[src/rtl/pc_select_ras.sv]
// Registered next-PC generator for fetch: fixed-priority redirect selection plus a
// return-address stack that learns call/return pairs from rename.
module pc_select_ras #(
    parameter int unsigned WIDTH     = 31,
    parameter int unsigned STEP      = 1,
    parameter int unsigned RAS_DEPTH = 8
) (
    input  logic           clk,
    input  logic           reset,
    input  logic           mispredict,
    input  logic [WIDTH:0] seqPC,
    input  logic           misdirect,
    input  logic [WIDTH:0] targetAddress,
    input  logic           isJAL,
    input  logic [WIDTH:0] validAddress,
    input  logic           isCall,
    input  logic [WIDTH:0] callPC,
    input  logic           isRet,
    input  logic           predictorHit,
    input  logic [WIDTH:0] predictedPC,
    input  logic           freeze,
    output logic [WIDTH:0] nextPC,
    output logic           redirect,
    output logic           rasHit
);

    localparam int unsigned    PtrW   = $clog2(RAS_DEPTH);
    localparam logic [WIDTH:0] StepW  = (WIDTH + 1)'(STEP);
    localparam logic [WIDTH:0] OneW   = (WIDTH + 1)'(1);
    localparam logic [PtrW-1:0] PtrOne = PtrW'(1);
    localparam logic [PtrW:0]  CntOne = (PtrW + 1)'(1);
    localparam logic [PtrW:0]  CntMax = (PtrW + 1)'(RAS_DEPTH);

    logic [WIDTH:0]  ras_mem [RAS_DEPTH];
    logic [PtrW-1:0] tp_q, tp_d;
    logic [PtrW:0]   cnt_q, cnt_d;
    logic [WIDTH:0]  pc_d;
    logic            redirect_d, ras_hit_d;
    logic            flush, push, pop, update;

    always_comb begin
        flush      = mispredict | misdirect;
        push       = !flush && isJAL && isCall;
        pop        = !flush && !isJAL && isRet && (cnt_q != '0);
        // A flush must land even while fetch is stalled.
        update     = flush || !freeze;
        pc_d       = nextPC + StepW;
        redirect_d = 1'b0;
        ras_hit_d  = 1'b0;
        tp_d       = tp_q;
        cnt_d      = cnt_q;

        if (mispredict) begin
            pc_d = seqPC;
        end else if (misdirect) begin
            pc_d = targetAddress;
        end else if (isJAL) begin
            pc_d = validAddress;
        end else if (pop) begin
            pc_d      = ras_mem[tp_q];
            ras_hit_d = 1'b1;
        end else if (predictorHit) begin
            pc_d       = predictedPC;
            redirect_d = 1'b1;
        end

        if (flush) begin
            tp_d  = '0;
            cnt_d = '0;
        end else if (push) begin
            tp_d = tp_q + PtrOne;
            // Saturating count: a push while full silently drops the oldest entry.
            if (cnt_q != CntMax) begin
                cnt_d = cnt_q + CntOne;
            end
        end else if (pop) begin
            tp_d  = tp_q - PtrOne;
            cnt_d = cnt_q - CntOne;
        end
    end

    always_ff @(posedge clk or posedge reset) begin
        if (reset) begin
            nextPC   <= '0;
            redirect <= 1'b0;
            rasHit   <= 1'b0;
            tp_q     <= '0;
            cnt_q    <= '0;
        end else if (update) begin
            nextPC   <= pc_d;
            redirect <= redirect_d;
            rasHit   <= ras_hit_d;
            tp_q     <= tp_d;
            cnt_q    <= cnt_d;
        end
    end

    always_ff @(posedge clk) begin
        if (update && push) begin
            ras_mem[tp_q + PtrOne] <= callPC + OneW;
        end
    end

endmodule

[config.mk]
export PLATFORM = sky130hd
export DESIGN_NAME = pc_select_ras
export DESIGN_NICKNAME = d
export VERILOG_FILES = /design/src/rtl/pc_select_ras.sv
export SDC_FILE = /design/constraint.sdc
export NUM_CORES = 1
export LEC_CHECK = 0
export BUFFER_PORTS_ARGS = -buffer_cell sky130_fd_sc_hd__buf_2
export CORE_ASPECT_RATIO = 1.1
export CORE_UTILIZATION = 50
export DETAILED_ROUTE_END_ITERATION = 10
export PLACE_DENSITY = 0.71
export SLEW_MARGIN = 10
export SYNTH_ARGS = -nofsm -noshare
export SYNTH_HDL_FRONTEND = slang
export SYNTH_SLANG_ARGS = --single-unit
[constraint.sdc]
create_clock -name clk -period 6.1 [get_ports clk]
set_clock_uncertainty 0.15 [all_clocks]
set_input_delay 0.305 -clock clk [delete_from_list [all_inputs] [get_ports clk]]
set_output_delay 0.305 -clock clk [all_outputs]
set_load 0.01 [all_outputs]
# After elaboration in Yosys (flattened, before gate mapping)
# Memory sizes are Yosys's and may differ from the RTL's.
# Index checks and enable logic that the tools add are counted.
[classes]
addsub = 6
eq_ne = 2
mux = 23
bitwise = 1
reduce_logical = 14
[op_table]
columns = ["operator", "count"]
rows = [
  ["$mux 32", 5],
  ["$add 32x1->32 const B", 2],
  ["$mux 4", 4],
  ["$mux 1", 11],
  ["$mux 3", 3],
  ["$logic_and 1x1->1", 6],
  ["$add 4x1->4 const B", 1],
  ["$ne 4x4->1 const B", 1],
  ["$reduce_bool 4->1", 1],
  ["$sub 4x1->4 const B", 1],
  ["$add 3x1->3 const B", 1],
  ["$logic_not 1->1", 3],
  ["$ne 3x2->1 const B", 1],
  ["$reduce_and 3->1", 1],
  ["$reduce_bool 3->1", 1],
  ["$sub 3x1->3 const B", 1],
  ["$reduce_and 2->1", 1],
  ["$logic_or 1x1->1", 1],
  ["$or 1x1->1", 1],
]
[totals]
ff_bits = 41
ramBits = 256
output_inout_bits = 34
memories = 1
[memory_table]
columns = ["name", "words", "word_bits", "read_ports", "rd_clocked_by_memory_dff", "wr", "line", "source"]
rows = [
  ["ras_mem", 8, 32, 1, 0, 1, "34", "logic [WIDTH:0] ras_mem [RAS_DEPTH];"],
]

# Depth between registers and ports, before layout
[logic_depth]
ltp_word = 9
depth_mapped = 11

# Worst setup path after synthesis
# OpenSTA, ideal clock, no wires.
[synth_timing]
path_kind = "flip-flop to flip-flop"
startpoint = "reg tp_q[0]"
endpoint = "mem ras_mem[5][0] in the netlist's numbering (enable)"
setup_time_ns = 0.461
arrival_time_ns = 3.701
required_ns = 5.489
slack_ns = 1.788
path_stages_with_launch = 8
cell_sequence = "dfrtp_1 -> buf_2 -> buf_6 -> buf_2 -> inv_1 -> ha_1 -> buf_1 -> nor3_1"
[synth_between]
elab_chain_cells = 1
[synth_lines]
columns = ["element", "line", "source"]
rows = [
  ["start: declaration", "35", "logic [PtrW-1:0] tp_q, tp_d;"],
  ["start signal: assignment", "93", "tp_q <= tp_d;"],
  ["$add 3x1->3", "100", "ras_mem[tp_q + PtrOne] <= callPC + OneW;"],
  ["end: declaration", "34", ""],
]
# No other way between the ends.

# Final worst setup path
[layout_timing]
startpoint = "reg tp_q[0]"
endpoint = "reg nextPC[26]"
[layout_between]
elab_chain_cells = 5
[layout_lines]
columns = ["element", "line", "source"]
rows = [
  ["$mem_v2 8x32", "n/a", ""],
  ["$mux 32", "59", "end else if (pop) begin"],
  ["$mux 32", "57", "end else if (isJAL) begin"],
  ["$mux 32", "55", "end else if (misdirect) begin"],
  ["$mux 32", "53", "if (mispredict) begin"],
  ["end signal: assignment", "90", "nextPC <= pc_d;"],
  ["end: declaration", "22", "output logic [WIDTH:0] nextPC,"],
]
# No other way between the ends.
# A chain may end at the register's enable or synchronous reset.

==> impl_metrics.csv <==
group,metric,value,unit
final_layout,area_delta_synth_final,18.4,%
synth,netlist_instances,1029,
final_layout,nFillCells,2151,
synth,synth_edf_count,256,
outcome,outcome,"complete, no violations",
placed_design,io_buffer_count,202,
die,core-area,27800,um2
final_layout,fin_nets,1426,
synth,synth_fp_nets,1205,
timing,period_minus_slack,3.60,ns
timing,fmax,0.277,GHz
placed_design,placed_cell_area,15500,um2
routing,initialDrtViolationCount,1031,
pwr,ir_drop,0.147,mV
global_routing,antenna_found_initial,1,
worst_setup_path,reg2reg_from,"tp_q[0]$_DFFE_PP0P_",
clocking,clock_latency,0.55,ns
synth,synth_top_family_by_area,"multiplexers",
worst_setup_path,r2r-end,"nextPC[26]$_DFFE_PP0N_",
pwr,power_density,267,nW/um2
final_layout,antenna_cells,0,
placed_design,hpwl,25700,um
synth,ys_ff_latch,297,
global_routing,grt_overflow,0,
synth,synth_area,14100,um2
pwr,swShare,23.9,%
placed_design,gp_congestion,0.931,
timing,hold_viol,0,
clocking,cts_max_path_buffers,3,
pwr,intPower,3390,uW
pwr,p_sw,1070,uW
worst_hold_path,hold_path_class,"input port to flip-flop",
worst_hold_path,hold_depth,4,
synth,synth.distinct_cells,59,
routing,routedWlPerCell,23.4,um
pwr,combPwrFrac,10.2,%
pwr,p_leak,0.00583,uW
synth,ys_seq_area_share,61.8,%
worst_setup_path,setup.worst_path.class,"flip-flop to flip-flop",
worst_hold_path,holdPathEnd,"nextPC[14]$_DFFE_PP0N_",
synth,synthSimpleGateAreaFrac,8.77,%
clocking,htree_levels,1,
synth,synth_fa_ha_area_share,0.674,%
clocking,post_cts_buffers,0,
worst_hold_path,hp-start,"validAddress[14]",
timing,finalWorstSetupSlack,2.50,ns
worst_setup_path,crit_path_start_kind,"flip-flop",
clocking,cts-root-buf,"clkbuf_16",
placed_design,pre_cts_ws,2.63,ns
routing,wirelength,38300,um
pwr,p_clk_share,38.0,%
global_routing,grt_pass1_wl,56700,um
die,rows,64,
run,drv_cap,0,
worst_setup_path,reg2regPathDepth,7,
timing,finalSetupViolations,0,
clocking,cts-resized-gates,0,
die,die_x,162,um
worst_setup_path,cp-end-kind,"flip-flop",
clocking,hold_buffers,26,
synth,synthXorXnorAreaFrac,3.66,%
routing,ant_nets,0,
synth,synth-compound-area-share,10.1,%
timing,period_share,59.1,%
timing,worst_slew_pin_slew,1.16,ns
worst_setup_path,ff2ff_setup_slack,2.50,ns
die,die_h,178,um
worst_setup_path,cp.required,6.38,ns
timing,relSlewSlack,22.6,%
final_layout,layout-drive-gt1-share,28.5,%
die,io-pin-count,203,
clocking,numClockSinks,297,
synth,ys_warn_count,0,
synth,syn_area_per_cell,13.7,um2
pwr,seq_power_share,51.7,%
routing,via_per_inst,6.06,
synth,synth-async-reset-ratio,13.8,%
synth,synth_flop_cell,"edfxtp_1",
final_layout,final_area,16700,um2
routing,drtPass1Iterations,5,
routing,drc_errors,0,
clocking,cts_tree,"built",
die,start_util,50.8,%
clocking,path_clk_slew,0.07,ns
global_routing,grt_start_max_net_pins,65,
global_routing,grt_use_total,26.5,%
timing,finalMaxSlewViolations,0,
timing,fin_setup_tns,0,ns
timing,rsz0062_at_grt,"false",
synth,muxShareOfSynthArea,12.7,%
worst_setup_path,crit_arrival,3.89,ns
worst_setup_path,path_max_fanout,35,
routing,dr_total_vias,9911,
global_routing,grt_pass1_vias,9685,
clocking,numCtsBuffers,28,
die,die-area,28900,um2
cells in the final DEF (no fill, tap or decap), types with 17 or more instances in the layout:
cell type	Yosys	layout
nand4_1	17	17
edfxtp_1	256	256
nor3_1	25	21
dfrtp_1	41	38
xor2_1	26	26
buf_2	11	202
clkbuf_16	0	29
o21ai_0	55	55
nor2_1	73	68
nand3_1	29	29
a21oi_1	72	72
o22ai_1	23	23
dlygate4sd3_1	0	26
mux4_2	64	64
buf_4	0	24
xnor2_1	33	33
nand2_1	74	74
mux2i_1	28	28
layer usage:
| layer | wire length [um] | share of wire [%] | global-route usage [%] | vias up |
|---|---|---|---|---|
| met1 | 15700 | 41 | 35.7 | 4847 |
| li1 | - | - | - | 4454 |
| met2 | 17800 | 47 | 42.1 | 516 |
| met4 | 1570 | 4.1 | 11.2 | 0 |
| met3 | 3180 | 8.3 | 5.42 | 94 |
| met5 | 0 | 0 | 0 | - |
cell type report:
cell class	instances	area (um2)	share of cell area, %
Timing Repair Buffer	252	1450	8.69
Clock inverter	19	163	0.974
Tap cell	363	454	2.72
Clock buffer	33	741	4.44
Inverter	18	67.6	0.405
Sequential cell	297	8720	52.2
Multi-Input combinational cell	653	5100	30.6
metrics by stage:
stage	hold slack (ns)	util [%]	total power, uW	std cells
after detailed placement	0.336	55.9	2780	1557
after floorplan	0.293	-	2580	1029
after CTS	0.000235	60.1	4480	1635
after global routing	0.0429	60.1	4600	1635
final	0.0119	60.1	4460	1635
after global placement	0.337	55.9	2780	1557
worst max-delay path by stage:
| stage | from | to | slack [ns] |
|---|---|---|---|
| CTS | tp_q[0]$_DFFE_PP0P_ | nextPC[26]$_DFFE_PP0N_ | 2.47 |
| finish | tp_q[0]$_DFFE_PP0P_ | nextPC[26]$_DFFE_PP0N_ | 2.50 |
| global placement | misdirect | ras_mem[7][19]$_DFFE_PP_ | 2.71 |
| global route | tp_q[0]$_DFFE_PP0P_ | nextPC[26]$_DFFE_PP0N_ | 2.26 |
| floorplan | tp_q[0]$_DFFE_PP0P_ | ras_mem[5][0]$_DFFE_PP_ | 1.79 |
| detailed placement | misdirect | ras_mem[7][19]$_DFFE_PP_ | 2.63 |
Yosys cell counts (all sizes together), types with 8 or more instances:
library cell	n	area (um2)
a21o	10	75.1
a21oi	72	360
a31oi	8	50.1
buf	21	108
clkbuf	40	150
dfrtp	41	1030
edfxtp	256	7690
inv	17	63.8
mux2i	28	280
mux4	64	1440
nand2	74	278
nand3	30	155
nand4	19	140
nor2	74	280
nor3	27	145
o21a	16	120
o21ai	60	300
o22ai	23	144
xnor2	33	289
xor2	26	228
critical path, stage by stage, from the launching register on:
cell and delay [ns]:
dfrtp_4 0.89, buf_4 0.66, mux4_2 0.59, mux2i_1 0.27, o221ai_1 0.14, o21ai_0 0.11
nand2_1 0.08, dlygate4sd3_1 0.57
registers in the layout, summed over array words and instances (netlist names):
name      count
ras_mem     256
nextPC       32
cnt_q         4
tp_q          3
rasHit        1
redirect      1
logic make-up (layout without fill, tap and decap cells):
family / count (synthesis) / count (layout)
DFF: 297 / 297
adders and majority gates: 7 / 7
xor gates and xnor gates: 59 / 59
AOI/OAI and AO/OA: 232 / 232
buffers and inverters: 79 / 322
muxes: 98 / 98
and+or+nand+nor: 257 / 257
power groups by stage:
stage	logic (uW)	registers (uW)	clock network [uW]
final	456	2310	1700
after global routing	497	2310	1790
after CTS	454	2300	1720
after detailed placement	436	2350	0
after global placement	430	2350	0
after floorplan	247	2340	0
(Power assumes the default switching activity.)
